==> src/rtl/tohost_pkg.sv <==
// Shared definitions for the tohost test-status responder: register offsets,
// STATUS bit positions and the completion state enum.
package tohost_pkg;

  localparam logic [3:0] TOHOST_OFS = 4'h0;
  localparam logic [3:0] STATUS_OFS = 4'h4;
  localparam logic [3:0] CYCLES_OFS = 4'h8;

  localparam int ST_RUN_BIT     = 0;
  localparam int ST_DONE_BIT    = 1;
  localparam int ST_PASS_BIT    = 2;
  localparam int ST_FAIL_BIT    = 3;
  localparam int ST_TIMEOUT_BIT = 4;

  localparam logic [31:0] TOHOST_PASS = 32'h1;

  typedef enum logic [1:0] {RUN, PASS, FAIL, TIMEOUT} tohost_state_e;

  function automatic logic [31:0] status_word(input tohost_state_e s);
    logic [31:0] w;
    w                 = '0;
    w[ST_RUN_BIT]     = (s == RUN);
    w[ST_DONE_BIT]    = (s != RUN);
    w[ST_PASS_BIT]    = (s == PASS);
    w[ST_FAIL_BIT]    = (s == FAIL);
    w[ST_TIMEOUT_BIT] = (s == TIMEOUT);
    return w;
  endfunction

endpackage

==> src/rtl/tohost_monitor_bus_slave_resp.sv <==
// Single-outstanding bus slave handshake: accept a request, register its response one
// cycle later and hold it until consumed; a new accept is allowed in the consuming cycle.
module bus_slave_resp #(
  parameter int DW = 32
) (
  input  logic          clk_i,
  input  logic          rst_ni,
  input  logic          req_valid_i,
  output logic          req_ready_o,
  output logic          accept_o,
  input  logic [DW-1:0] rdata_i,
  output logic          rsp_valid_o,
  input  logic          rsp_ready_i,
  output logic [DW-1:0] rsp_rdata_o
);

  logic          rsp_valid_q, rsp_valid_d;
  logic [DW-1:0] rsp_rdata_q, rsp_rdata_d;

  assign req_ready_o = !rsp_valid_q || rsp_ready_i;
  assign accept_o    = req_valid_i && req_ready_o;
  assign rsp_valid_o = rsp_valid_q;
  assign rsp_rdata_o = rsp_rdata_q;

  always_comb begin
    rsp_valid_d = rsp_valid_q;
    rsp_rdata_d = rsp_rdata_q;
    if (accept_o) begin
      rsp_valid_d = 1'b1;
      rsp_rdata_d = rdata_i;
    end else if (rsp_ready_i) begin
      rsp_valid_d = 1'b0;
    end
  end

  always_ff @(posedge clk_i or negedge rst_ni) begin
    if (!rst_ni) begin
      rsp_valid_q <= 1'b0;
      rsp_rdata_q <= '0;
    end else begin
      rsp_valid_q <= rsp_valid_d;
      rsp_rdata_q <= rsp_rdata_d;
    end
  end

endmodule

==> src/rtl/tohost_monitor.sv <==
// Bus slave decoding riscv-tests tohost stores into pass/fail/timeout status with a
// cycle counter and watchdog; responses one cycle after accept, held until rsp_ready.
module tohost_monitor
  import tohost_pkg::*;
#(
  parameter logic [31:0] BASE_ADDR      = 32'h0000_1000,
  parameter int unsigned TIMEOUT_CYCLES = 6000
) (
  input  logic        clk,
  input  logic        rst,
  input  logic        req_valid,
  output logic        req_ready,
  input  logic        req_we,
  input  logic [31:0] req_addr,
  input  logic [31:0] req_wdata,
  input  logic [3:0]  req_wstrb,
  output logic        rsp_valid,
  input  logic        rsp_ready,
  output logic [31:0] rsp_rdata,
  output logic        done,
  output logic        pass,
  output logic        timeout,
  output logic [30:0] fail_num,
  output logic [31:0] cycles
);

  localparam logic [31:0] WD_LAST = 32'(TIMEOUT_CYCLES - 1);

  tohost_state_e state_q, state_d;
  logic [31:0]   tohost_q, tohost_d;
  logic [31:0]   cycles_q, cycles_d;
  logic [30:0]   fail_num_q, fail_num_d;

  logic          accept;
  logic          in_range;
  logic [3:0]    ofs;
  logic [31:0]   rd_word;
  logic          tohost_wr;
  logic          wd_expire;
  logic          unused_addr_bits;

  assign in_range         = (req_addr[31:4] == BASE_ADDR[31:4]);
  assign ofs              = {req_addr[3:2], 2'b00};
  assign unused_addr_bits = ^req_addr[1:0];

  bus_slave_resp #(.DW(32)) u_resp (
    .clk_i       (clk),
    .rst_ni      (rst),
    .req_valid_i (req_valid),
    .req_ready_o (req_ready),
    .accept_o    (accept),
    .rdata_i     (rd_word),
    .rsp_valid_o (rsp_valid),
    .rsp_ready_i (rsp_ready),
    .rsp_rdata_o (rsp_rdata)
  );

  // Read data reflects state before any same-cycle write takes effect.
  always_comb begin
    rd_word = '0;
    if (!req_we && in_range) begin
      case (ofs)
        TOHOST_OFS: rd_word = tohost_q;
        STATUS_OFS: rd_word = status_word(state_q);
        CYCLES_OFS: rd_word = cycles_q;
        default:    rd_word = '0;
      endcase
    end
  end

  assign tohost_wr = accept && req_we && in_range && (ofs == TOHOST_OFS) && (req_wstrb == 4'hF);
  assign wd_expire = (TIMEOUT_CYCLES != 0) && (cycles_q == WD_LAST);

  always_comb begin
    state_d    = state_q;
    tohost_d   = tohost_q;
    cycles_d   = cycles_q;
    fail_num_d = fail_num_q;
    if (tohost_wr) tohost_d = req_wdata;
    case (state_q)
      RUN: begin
        if (cycles_q != 32'hFFFF_FFFF) cycles_d = cycles_q + 32'd1;
        // A decisive tohost write outranks watchdog expiry in the same cycle.
        if (tohost_wr && (req_wdata == TOHOST_PASS)) begin
          state_d = PASS;
        end else if (tohost_wr && req_wdata[0]) begin
          state_d    = FAIL;
          fail_num_d = req_wdata[31:1];
        end else if (wd_expire) begin
          state_d = TIMEOUT;
        end
      end
      default: ;
    endcase
  end

  always_ff @(posedge clk or negedge rst) begin
    if (!rst) begin
      state_q    <= RUN;
      tohost_q   <= '0;
      cycles_q   <= '0;
      fail_num_q <= '0;
    end else begin
      state_q    <= state_d;
      tohost_q   <= tohost_d;
      cycles_q   <= cycles_d;
      fail_num_q <= fail_num_d;
    end
  end

  assign done     = (state_q != RUN);
  assign pass     = (state_q == PASS);
  assign timeout  = (state_q == TIMEOUT);
  assign fail_num = fail_num_q;
  assign cycles   = cycles_q;

endmodule

==> config.mk <==
export PLATFORM = sky130hd
export DESIGN_NAME = tohost_monitor
export DESIGN_NICKNAME = d
export VERILOG_FILES = /design/src/rtl/tohost_pkg.sv /design/src/rtl/tohost_monitor_bus_slave_resp.sv /design/src/rtl/tohost_monitor.sv
export SDC_FILE = /design/constraint.sdc
export NUM_CORES = 1
export LEC_CHECK = 0
export ABC_CLOCK_PERIOD_IN_PS = 2000
export CAP_MARGIN = 10
export CORE_MARGIN = 8
export CORE_UTILIZATION = 36
export DETAILED_ROUTE_END_ITERATION = 10
export PLACE_DENSITY = 0.66
export SYNTH_ARGS = -nofsm -noshare
export SYNTH_HDL_FRONTEND = slang
export SYNTH_SLANG_ARGS = --single-unit
==> constraint.sdc <==
create_clock -name clk -period 2 [get_ports clk]
set_input_delay 0.2 -clock clk [delete_from_list [all_inputs] [get_ports clk]]
set_output_delay 0.2 -clock clk [all_outputs]
set_load 0.02 [all_outputs]
==> flow_metrics.py <==
metrics = {
    "outcome": {
        "status": "finished clean",
    },
    "finish": {
        "fin_nets": 835,
        "finalNonFillerCells": 990,
        "areaGrowthSynthToFinish_pct": 63.43,
        "drive_above_1_share_pct": 29.84,
        "antenna_cells": 0,
        "multi_input_area_um2": 2693,
        "design_area_um2": 9472,
        "final-seq-area_um2": 3253,
        "fillCellCount": 1276,
    },
    "sta": {
        "fin_ws_ns": 0.02049,
        "hold_viol_final": 0,
        "period_minus_slack_ns": 1.980,
        "setup_violations": 0,
        "worst_clock_skew_ns": 0.005093,
        "worst_slew_pin_slew_ns": 0.5707,
        "fmax_mhz": 505.2,
        "maxSlewViolCount": 0,
        "fin_crit_sh_pct": 98.98,
        "slew_headroom_pct": 61.60,
    },
    "yosys": {
        "yosysWarnings": 0,
        "synth.avg_cell_area_um2": 11.95,
        "synth_enable_flop_cells": 0,
        "netlist_instances": 485,
        "yosysSeqAreaShare_pct": 56.13,
        "ys_seq_elements": 130,
        "syn_area_um2": 5796,
        "async_flop_share_pct": 100.0,
        "synth_fp_nets": 559,
        "synth.distinct_cells": 41,
        "synthFlopType": "dfrtp_1",
    },
    "worst_setup_path": {
        "r2r_slack_ns": 0.07,
        "critical_path.endpoint_type": "flip-flop",
        "path_max_fanout": 7,
        "criticalPathCategory": "in -> reg",
        "start_kind": "input port",
        "cp.required_ns": 2.34,
        "worst-endpoint-arrival_ns": 2.32,
    },
    "drt": {
        "drc": 0,
        "drtAntennaViolNets": 0,
        "drt-pass1-iter-count": 4,
        "wl_um": 19540,
        "first_iter_violations": 222,
        "wl_per_cell_um": 19.73,
        "via_per_inst": 5.092,
        "num_vias": 5041,
    },
    "clocking": {
        "cts-root-buf": "clkbuf_16",
        "cts_inserted_buffers": 17,
        "clkSinkCount": 130,
        "clkSlewWorstSetupHoldPaths_ns": 0.05,
        "clockBufferDepth": 2,
        "insertion_delay_ns": 0.42,
        "htree_levels": 4,
        "cts_tree": "built",
    },
    "global_route": {
        "antenna_found_initial": 0,
        "grtUsageTotal_pct": 19.53,
        "grt_overflow_total": 0,
        "grt_pass1_vias": 5413,
        "grt_pass1_wl_um": 30450,
        "grt_max_degree": 49,
    },
    "placement": {
        "placedCellCount": 944,
        "pre_cts_slack_ns": -0.5633,
        "io_buffers": 170,
        "placed_cell_area_um2": 8454,
        "gp_congestion": 0.8671,
        "place_hpwl_um": 13640,
    },
    "flow_run": {
        "cap_violations": 0,
    },
    "die": {
        "dieArea_um2": 20410,
        "rows": 46,
        "io_pins": 173,
        "die-height_um": 142.9,
        "die_x_um": 142.9,
        "core_area_um2": 15830,
        "start_util_pct": 36.62,
    },
    "min_path": {
        "hold_class": "in -> async",
    },
    "pwr": {
        "power.leakage_nw": 4.323,
        "vdd_ir_drop_max_mv": 0.4732,
        "power_density_nw_per_um2": 648.2,
    },
}
==> power by group <==
part | total (mW) | switching [mW] | internal, mW
logic | 0.371 | 0.176 | 0.195
registers | 2.64 | 0.000929 | 2.63
clock network | 3.13 | 1.07 | 2.07
total | 6.14 | 1.24 | 4.90
==> per-stage QoR <==
step	hold slack (ns)	utilization, %	total power [mW]	TNS [ns]
after floorplan	-0.09559	-	2.746	-0.4931
after CTS	0.2915	59.23	6.174	0
after global routing	0.3125	59.84	6.353	-1.110
after global placement	0.1570	53.42	3.045	-43.77
final	0.2780	59.84	6.140	0
after detailed placement	0.1618	53.42	3.050	-48.20
==> kinds of logic after synthesis <==
kind of cell	synth area share, %
adder cells (fa/ha/maj)	0.2159
buffers and inverters	2.116
XOR/XNOR	4.685
AO/OA/AOI/OAI	4.555
AND/OR/NAND/NOR	14.68
flip-flops	56.13
multiplexers	17.62
==> layout make-up <==
| cell class | count | area share [%] |
|---|---|---|
| clock buffer | 29 | 5.707 |
| inverter | 8 | 0.3303 |
| multi-input combinational | 327 | 28.43 |
| timing repair buffer | 277 | 27.65 |
| sequential | 130 | 34.35 |
| clock inverter | 3 | 0.6869 |
| tap | 216 | 2.853 |
==> what timing repair did <==
action / 4_1_cts / 5_1_grt
setup endpoints to repair: 98 / 97
hold endpoints to repair: 42 / 0
setup buffers: 10 / 2
pin swaps: 14 / 10
gates cloned: 4 / 1
resized for setup: 66 / 56
hold buffers: 1 / 0
==> cells in the mapped netlist, types with 11 or more instances <==
cell      number  share of area (%)
dfrtp_1      130                 56
nand2_1       44                2.8
mux2_2        34                6.6
mux2_1        30                5.8
mux2i_1       30                5.2
xnor2_1       26                3.9
nor4_1        24                2.6
nand3_1       20                1.7
nand4_1       20                2.2
o21ai_1       20                1.7
nor2_1        14               0.91
o21ai_0       12                1.0
clkbuf_1      11               0.71
==> per-layer routing <==
| layer | global-route usage, % | part of all wire, % | wire length (um) | up-vias |
|---|---|---|---|---|
| met1 | 23.87 | 43 | 8364 | 2534 |
| met4 | 7.271 | 2.0 | 382 | 0 |
| li1 | - | - | - | 2318 |
| met5 | 0 | 0 | 0 | - |
| met3 | 5.743 | 6.5 | 1276 | 26 |
| met2 | 31.99 | 49 | 9512 | 163 |
==> final timing paths <==
| check | startpoint | endpoint | cells after the start |
|---|---|---|---|
| setup / recovery | req_addr[21] | u_resp.rsp_rdata_o[22] | 8 |
| hold / removal | rst | u_resp.rsp_rdata_o[27] | 2 |
| setup reg to reg | state_q[0] | fail_num[14] | 6 |
| hold reg to reg | fail_num[1] | fail_num[1] | 1 |
| max in group asynchronous | rst | fail_num[1] | 3 |
| min in group clk | req_we | u_resp.rsp_rdata_o[4] | 4 |
==> flip-flops by register name, indices dropped and copies added, names as in the netlist <==
| register | count |
|---|---|
| cycles | 32 |
| tohost_q | 32 |
| u_resp.rsp_rdata_o | 32 |
| fail_num | 31 |
| state_q | 2 |
| u_resp.rsp_valid_o | 1 |
==> critical path, stage by stage <==
cell             delay (ns)
clkdlybuf4s50_1        0.42
nor4_2                 0.28
nand3_2                0.18
buf_6                  0.16
or2_1                  0.21
or4_4                  0.51
clkbuf_16              0.22
o21ai_2                0.13
==> placed cells by master, fill, tap and decap left out, types with 10 or more instances in the layout <==
cell type and count:
o21ai_2 10, nor4_1 15, dfrtp_1 130, clkdlybuf4s50_1 136
nand2_1 42, clkbuf_16 18, mux2_4 23, mux2i_1 30
mux2_2 33, buf_4 95, nand4_1 20, o21ai_1 17
xnor2_1 26, dlygate4sd2_1 14, nand3_1 19, nor2_1 13
(Power assumes the default switching activity.)
